===== src/rtl/countdown_pkg.sv =====
// Shared types and constants for the BCD countdown timer.
//   state_e          : timer FSM state (IDLE, RUN, DONE)
//   BCD_DIGIT_W      : bits per BCD digit
//   BCD_MAX          : largest legal BCD digit value
//   bcd_digit_valid  : true when a nibble is a legal BCD digit
package countdown_pkg;

  typedef enum logic [1:0] {
    IDLE = 2'd0,
    RUN  = 2'd1,
    DONE = 2'd2
  } state_e;

  localparam int unsigned BCD_DIGIT_W = 4;
  localparam logic [BCD_DIGIT_W-1:0] BCD_MAX = 4'd9;

  function automatic logic bcd_digit_valid(input logic [BCD_DIGIT_W-1:0] d);
    return d <= BCD_MAX;
  endfunction

endpackage


===== src/rtl/bcd_down_digit.sv =====
// One BCD digit of the down-counter. State updates on the falling clock edge.
//   clock         : counter clock (falling edge active)
//   reset_n       : synchronous active-low reset, clears the digit
//   load          : write load_value into the digit (has priority over borrow_in)
//   load_value    : value to load
//   borrow_in     : decrement request for this digit
//   digit         : registered digit value
//   borrow_out    : decrement request for the next digit (digit == 0 && borrow_in)
//   digit_invalid : load_value is not a legal BCD digit
module bcd_down_digit
  import countdown_pkg::*;
(
  input  logic                   clock,
  input  logic                   reset_n,
  input  logic                   load,
  input  logic [BCD_DIGIT_W-1:0] load_value,
  input  logic                   borrow_in,
  output logic [BCD_DIGIT_W-1:0] digit,
  output logic                   borrow_out,
  output logic                   digit_invalid
);

  logic [BCD_DIGIT_W-1:0] digit_q, digit_d;

  always_comb begin
    digit_d = digit_q;
    if (load) begin
      digit_d = load_value;
    end else if (borrow_in) begin
      digit_d = (digit_q == '0) ? BCD_MAX : digit_q - 1'b1;
    end
  end

  always_ff @(negedge clock) begin
    if (!reset_n) begin
      digit_q <= '0;
    end else begin
      digit_q <= digit_d;
    end
  end

  assign digit         = digit_q;
  assign borrow_out    = borrow_in && (digit_q == '0);
  assign digit_invalid = !bcd_digit_valid(load_value);

endmodule


===== src/rtl/bcd_countdown_timer.sv =====
// Loadable multi-digit BCD down-counter with one-cycle underflow pulse.
// All state updates on the falling edge of control_clock.
//   control_clock             : clock (falling edge active)
//   control_counter_reset_n   : synchronous active-low reset
//   control_counter_load      : load control_counter_preset this edge
//   control_counter_preset    : BCD preset value
//   control_counter_enable    : decrement enable while running
//   control_counter_underflow : registered, high for the cycle the FSM is in DONE
//   control_counter_busy      : registered, high while the FSM is in RUN
//   control_counter_error     : sticky flag, set by a load with a nibble > 9
//   counter_output            : registered BCD count
// Build option: define COUNTDOWN_AUTO_RELOAD_EN for a periodic timer that
// reloads the last valid preset on DONE.
module bcd_countdown_timer
  import countdown_pkg::*;
#(
  parameter int unsigned DIGITS = 2
) (
  input  logic                          control_clock,
  input  logic                          control_counter_reset_n,
  input  logic                          control_counter_load,
  input  logic [BCD_DIGIT_W*DIGITS-1:0] control_counter_preset,
  input  logic                          control_counter_enable,
  output logic                          control_counter_underflow,
  output logic                          control_counter_busy,
  output logic                          control_counter_error,
  output logic [BCD_DIGIT_W*DIGITS-1:0] counter_output
);

  localparam int unsigned W = BCD_DIGIT_W * DIGITS;

  state_e         state_q, state_d;
  logic           error_q, error_d;
  logic           underflow_q;
  logic           busy_q;

  logic [DIGITS-1:0] nibble_invalid;
  logic [DIGITS:0]   borrow;
  logic [W-1:0]      digit_load_value;
  logic              digit_load;
  logic              preset_ok;
  logic              decrement;
  logic              count_is_one;
  logic              reload_fire;

  // Invalid nibbles are reported by the digits themselves; load_value carries
  // the preset whenever an external load is requested.
  assign preset_ok    = control_counter_load && (nibble_invalid == '0);
  assign decrement    = (state_q == RUN) && control_counter_enable && !control_counter_load;
  assign borrow[0]    = decrement;
  assign count_is_one = (counter_output == W'(1));

`ifdef COUNTDOWN_AUTO_RELOAD_EN
  logic [W-1:0] reload_q, reload_d;

  assign reload_fire      = (state_q == DONE) && !control_counter_load;
  assign digit_load_value = control_counter_load ? control_counter_preset : reload_q;

  always_comb begin
    reload_d = reload_q;
    if (preset_ok) begin
      reload_d = control_counter_preset;
    end
  end

  always_ff @(negedge control_clock) begin
    if (!control_counter_reset_n) begin
      reload_q <= '0;
    end else begin
      reload_q <= reload_d;
    end
  end
`else
  assign reload_fire      = 1'b0;
  assign digit_load_value = control_counter_preset;
`endif

  assign digit_load = preset_ok || reload_fire;

  for (genvar i = 0; i < DIGITS; i++) begin : g_digit
    bcd_down_digit u_digit (
      .clock         (control_clock),
      .reset_n       (control_counter_reset_n),
      .load          (digit_load),
      .load_value    (digit_load_value[i*BCD_DIGIT_W +: BCD_DIGIT_W]),
      .borrow_in     (borrow[i]),
      .digit         (counter_output[i*BCD_DIGIT_W +: BCD_DIGIT_W]),
      .borrow_out    (borrow[i+1]),
      .digit_invalid (nibble_invalid[i])
    );
  end

  always_comb begin
    state_d = state_q;
    error_d = error_q;
    if (control_counter_load) begin
      if (preset_ok) begin
        error_d = 1'b0;
        state_d = (control_counter_preset == '0) ? DONE : RUN;
      end else begin
        error_d = 1'b1;
      end
    end else begin
      case (state_q)
        // borrow[DIGITS] only rises if RUN somehow held a zero count; leave RUN
        // rather than keep counting through the wrap.
        RUN: if ((decrement && count_is_one) || borrow[DIGITS]) state_d = DONE;
`ifdef COUNTDOWN_AUTO_RELOAD_EN
        DONE: state_d = (reload_q == '0) ? DONE : RUN;
`else
        DONE: state_d = IDLE;
`endif
        IDLE: state_d = IDLE;
        default: state_d = IDLE;
      endcase
    end
  end

  always_ff @(negedge control_clock) begin
    if (!control_counter_reset_n) begin
      state_q     <= IDLE;
      error_q     <= 1'b0;
      underflow_q <= 1'b0;
      busy_q      <= 1'b0;
    end else begin
      state_q     <= state_d;
      error_q     <= error_d;
      underflow_q <= (state_d == DONE);
      busy_q      <= (state_d == RUN);
    end
  end

  assign control_counter_underflow = underflow_q;
  assign control_counter_busy      = busy_q;
  assign control_counter_error     = error_q;

endmodule

===== config.mk =====
export PLATFORM = sky130hd
export DESIGN_NAME = bcd_countdown_timer
export DESIGN_NICKNAME = d
export VERILOG_FILES = /design/src/rtl/countdown_pkg.sv /design/src/rtl/bcd_down_digit.sv /design/src/rtl/bcd_countdown_timer.sv
export SDC_FILE = /design/constraint.sdc
export NUM_CORES = 1
export LEC_CHECK = 0
export ABC_AREA = 1
export CELL_PAD_IN_SITES_DETAIL_PLACEMENT = 1
export CELL_PAD_IN_SITES_GLOBAL_PLACEMENT = 2
export CORE_AREA = 2 2 59 61
export CTS_CLUSTER_DIAMETER = 200
export DETAILED_ROUTE_END_ITERATION = 7
export DIE_AREA = 0 0 61 63
export GPL_TIMING_DRIVEN = 0
export HOLD_SLACK_MARGIN = 0.03
export PLACE_DENSITY = 0.76
export SLEW_MARGIN = 30
export SYNTH_ARGS = -nofsm -noshare
export SYNTH_HDL_FRONTEND = slang
export SYNTH_SLANG_ARGS = --single-unit

===== constraint.sdc =====
create_clock -name control_clock -period 2.6 [get_ports control_clock]
set_input_delay 0.52 -clock control_clock [delete_from_list [all_inputs] [get_ports control_clock]]
set_output_delay 0.52 -clock control_clock [all_outputs]
set_load 0.05 [all_outputs]

==> impl_metrics.yaml <==
setup_path:
  path_buf_inv: 1
  crit_chain: "buf_8"
  critical_path_class: "flip-flop to primary output"
  cp_slowest_stage_delay_ns: 0.35
  r2r-start: "g_digit[0].u_digit.digit[1]"
  startpoint: "g_digit[1].u_digit.digit[1]"
  endpoint_kind: "primary output"
  cp.arrival_ns: 2.13
  start_kind: "flip-flop"
  critPathTopFamily: "flip-flops"
  r2r_end: "g_digit[0].u_digit.digit[3]"
  crit_slowest_cell: "dfxtp_4"
  cp.depth: 1
  regToRegSetupSlack_ns: 1.09
  cp-endpoint: "counter_output[5]"
  critPathMaxFanout: 2
  crit_required_ns: 2.08
  reg2reg_depth: 7
placement:
  placed_cell_area_sq_mm: 0.001074
  dp_cells: 185
  place_ws_ns: -0.8003
  io_buffers: 22
  dp_hpwl_microns: 1802
  place.gp.congestion: 0.7182
routing:
  drt_wl_total_microns: 2659
  firstDrtPassIters: 4
  drcViolationCount: 0
  dr_total_vias: 955
  drt_iter0_markers: 10
  drt.antenna.violating_nets: 0
  vias_per_cell: 4.442
  avgRoutedWirePerCell_microns: 12.37
cells_and_area:
  fillers: 414
  final_core_util_pct: 41.62
  synthToLayoutAreaGrowth_pct: 74.80
  drive_gt1_share_pct: 39.64
  final_common_cell: "inv_1"
  fin_nets: 182
  num_antenna_cells: 0
  final_cells: 215
  mostFrequentLayoutCells: "inv_1, nand2_1, nor2_1, buf_4, buf_8"
  post-route-cell-area_sq_mm: 0.001345
outcome:
  outcome: "finished, violations left"
  violations: "setup timing"
global_route:
  first_global_vias: 1016
  grt_start_max_net_pins: 11
  grt_pass1_wl_microns: 4436
  antenna_found_initial: 0
  gr-total-overflow: 0
  grt_usage_pct: 15.30
die:
  dieArea_sq_mm: 0.003843
  ios: 23
  floorplan.rows: 21
  fp.coreArea_sq_mm: 0.003232
  dieWidth_microns: 61
  die_h_microns: 63
  start_util_pct: 23.81
synth:
  avgSynthCellArea_sq_um: 6.577
  synth_seq_cells: 13
  ys_seq_area_share_pct: 33.82
  synth_area_sq_um: 769.5
  synthTopCellsByArea: "dfxtp_1, nand2_1, nor2_1"
  yosysWarnings: 0
  synth_nets: 129
  yosysTopAreaCellShare_pct: 33.82
  yosys.cell_types.count: 21
  yosysTopAreaCell: "dfxtp_1"
  synthCells: 117
sta:
  rsz0062_at_grt: "true"
  hold_ws_ns: 0.6187
  finalSetupViolCount: 11
  slew_headroom_pct: 74.03
  finalHoldViolCount: 0
  fin_ws_ns: -0.04731
  fin_skew_ns: 0.006117
  slew_violations: 0
  worst_pin_slew_ns: 0.3881
  fin_setup_tns_ns: -0.4284
clock_network:
  cts_made_buffers: 3
  ctsHtreeMaxLevel: 1
  clkSlewWorstSetupHoldPaths_ns: 0.04
  clock_latency_ns: 0.35
  clock_path_buffers: 2
  cts_tree: "done"
  ctsHoldBuffers: 0
  root_buffer: "clkbuf_4"
  clock-sinks: 13
hold_path:
  hold_path_class: "flip-flop to flip-flop"
power:
  ir_worst_vdd_v: 0.0002384
  power_leakage_nw: 0.6858
  pwr_density_cell_mw_per_mm2: 487.5
  power_uw: 655.7
run:
  drv_cap: 0
-- what timing repair did --
action | CTS | global route
pin swaps | 7 | 12
setup buffers | 10 | 3
gates cloned | 0 | 1
hold endpoints to repair | 0 | 0
setup endpoints to repair | 24 | 22
resized for setup | 116 | 23
-- state kept, by name (all words and copies together), names as in the netlist --
name / cells
g_digit.u_digit.digit: 8
state_q: 2
control_counter_busy: 1
control_counter_error: 1
control_counter_underflow: 1
-- kinds of logic after synthesis --
| kind of cell | Yosys count | share of synthesized area, % |
|---|---|---|
| AND/OR/NAND/NOR | 64 | 38.21 |
| AO/OA/AOI/OAI | 20 | 15.45 |
| XOR/XNOR | 1 | 1.138 |
| flip-flops | 13 | 33.82 |
| buffers and inverters | 19 | 11.38 |
-- how the worst min path moves through the flow --
stage               slack (ns)  cells after the start                  start                    end
finish                    0.62                      3  control_counter_error  control_counter_error
global route              0.64                      3  control_counter_error  control_counter_error
CTS                       0.61                      3  control_counter_error  control_counter_error
detailed placement        0.50                      2  control_counter_error  control_counter_error
global placement          0.48                      2  control_counter_error  control_counter_error
floorplan                 0.66                      5             state_q[1]   control_counter_busy
-- synth_stat cells --
cell       n
nand2_2    4
buf_6      2
dfxtp_1   13
o21ai_0    9
nand3_2    1
o21ai_1    1
clkinv_2   1
a31oi_1    1
a21oi_1    3
nor3_1     1
and3_1     1
inv_1     16
nor2_1    20
o21ai_2    2
nand3_1    6
o211ai_1   4
nand4_2    1
nand2_1   27
nor3_4     1
nor2_2     2
xor2_1     1
-- power breakdown --
part,switching (mW),internal [mW],total [mW]
Combinational,0.130,0.0949,0.224
Sequential,0.0115,0.216,0.228
Clock,0.122,0.0815,0.204
Total,0.263,0.392,0.656
-- final cells by class --
| cell class | instances | area [sq um] | share of cell area (%) |
|---|---|---|---|
| Clock inverter | 14 | 52.55 | 3.907 |
| Clock buffer | 3 | 22.52 | 1.674 |
| Timing Repair Buffer | 36 | 360.3 | 26.79 |
| Tap cell | 46 | 57.56 | 4.279 |
| Buffer | 2 | 26.28 | 1.953 |
| Sequential cell | 13 | 284.0 | 21.12 |
| Inverter | 16 | 61.31 | 4.558 |
| Multi-Input combinational cell | 85 | 480.5 | 35.72 |
-- layer usage --
| metal | vias up | GRT usage, % | wire (microns) |
|---|---|---|---|
| met3 | 2 | 6.004 | 159 |
| li1 | 479 | - | - |
| met5 | - | 0 | 0 |
| met4 | 0 | 7.609 | 19 |
| met1 | 451 | 18.27 | 1089 |
| met2 | 23 | 23.25 | 1392 |
Power figures use the tool's default switching activity.
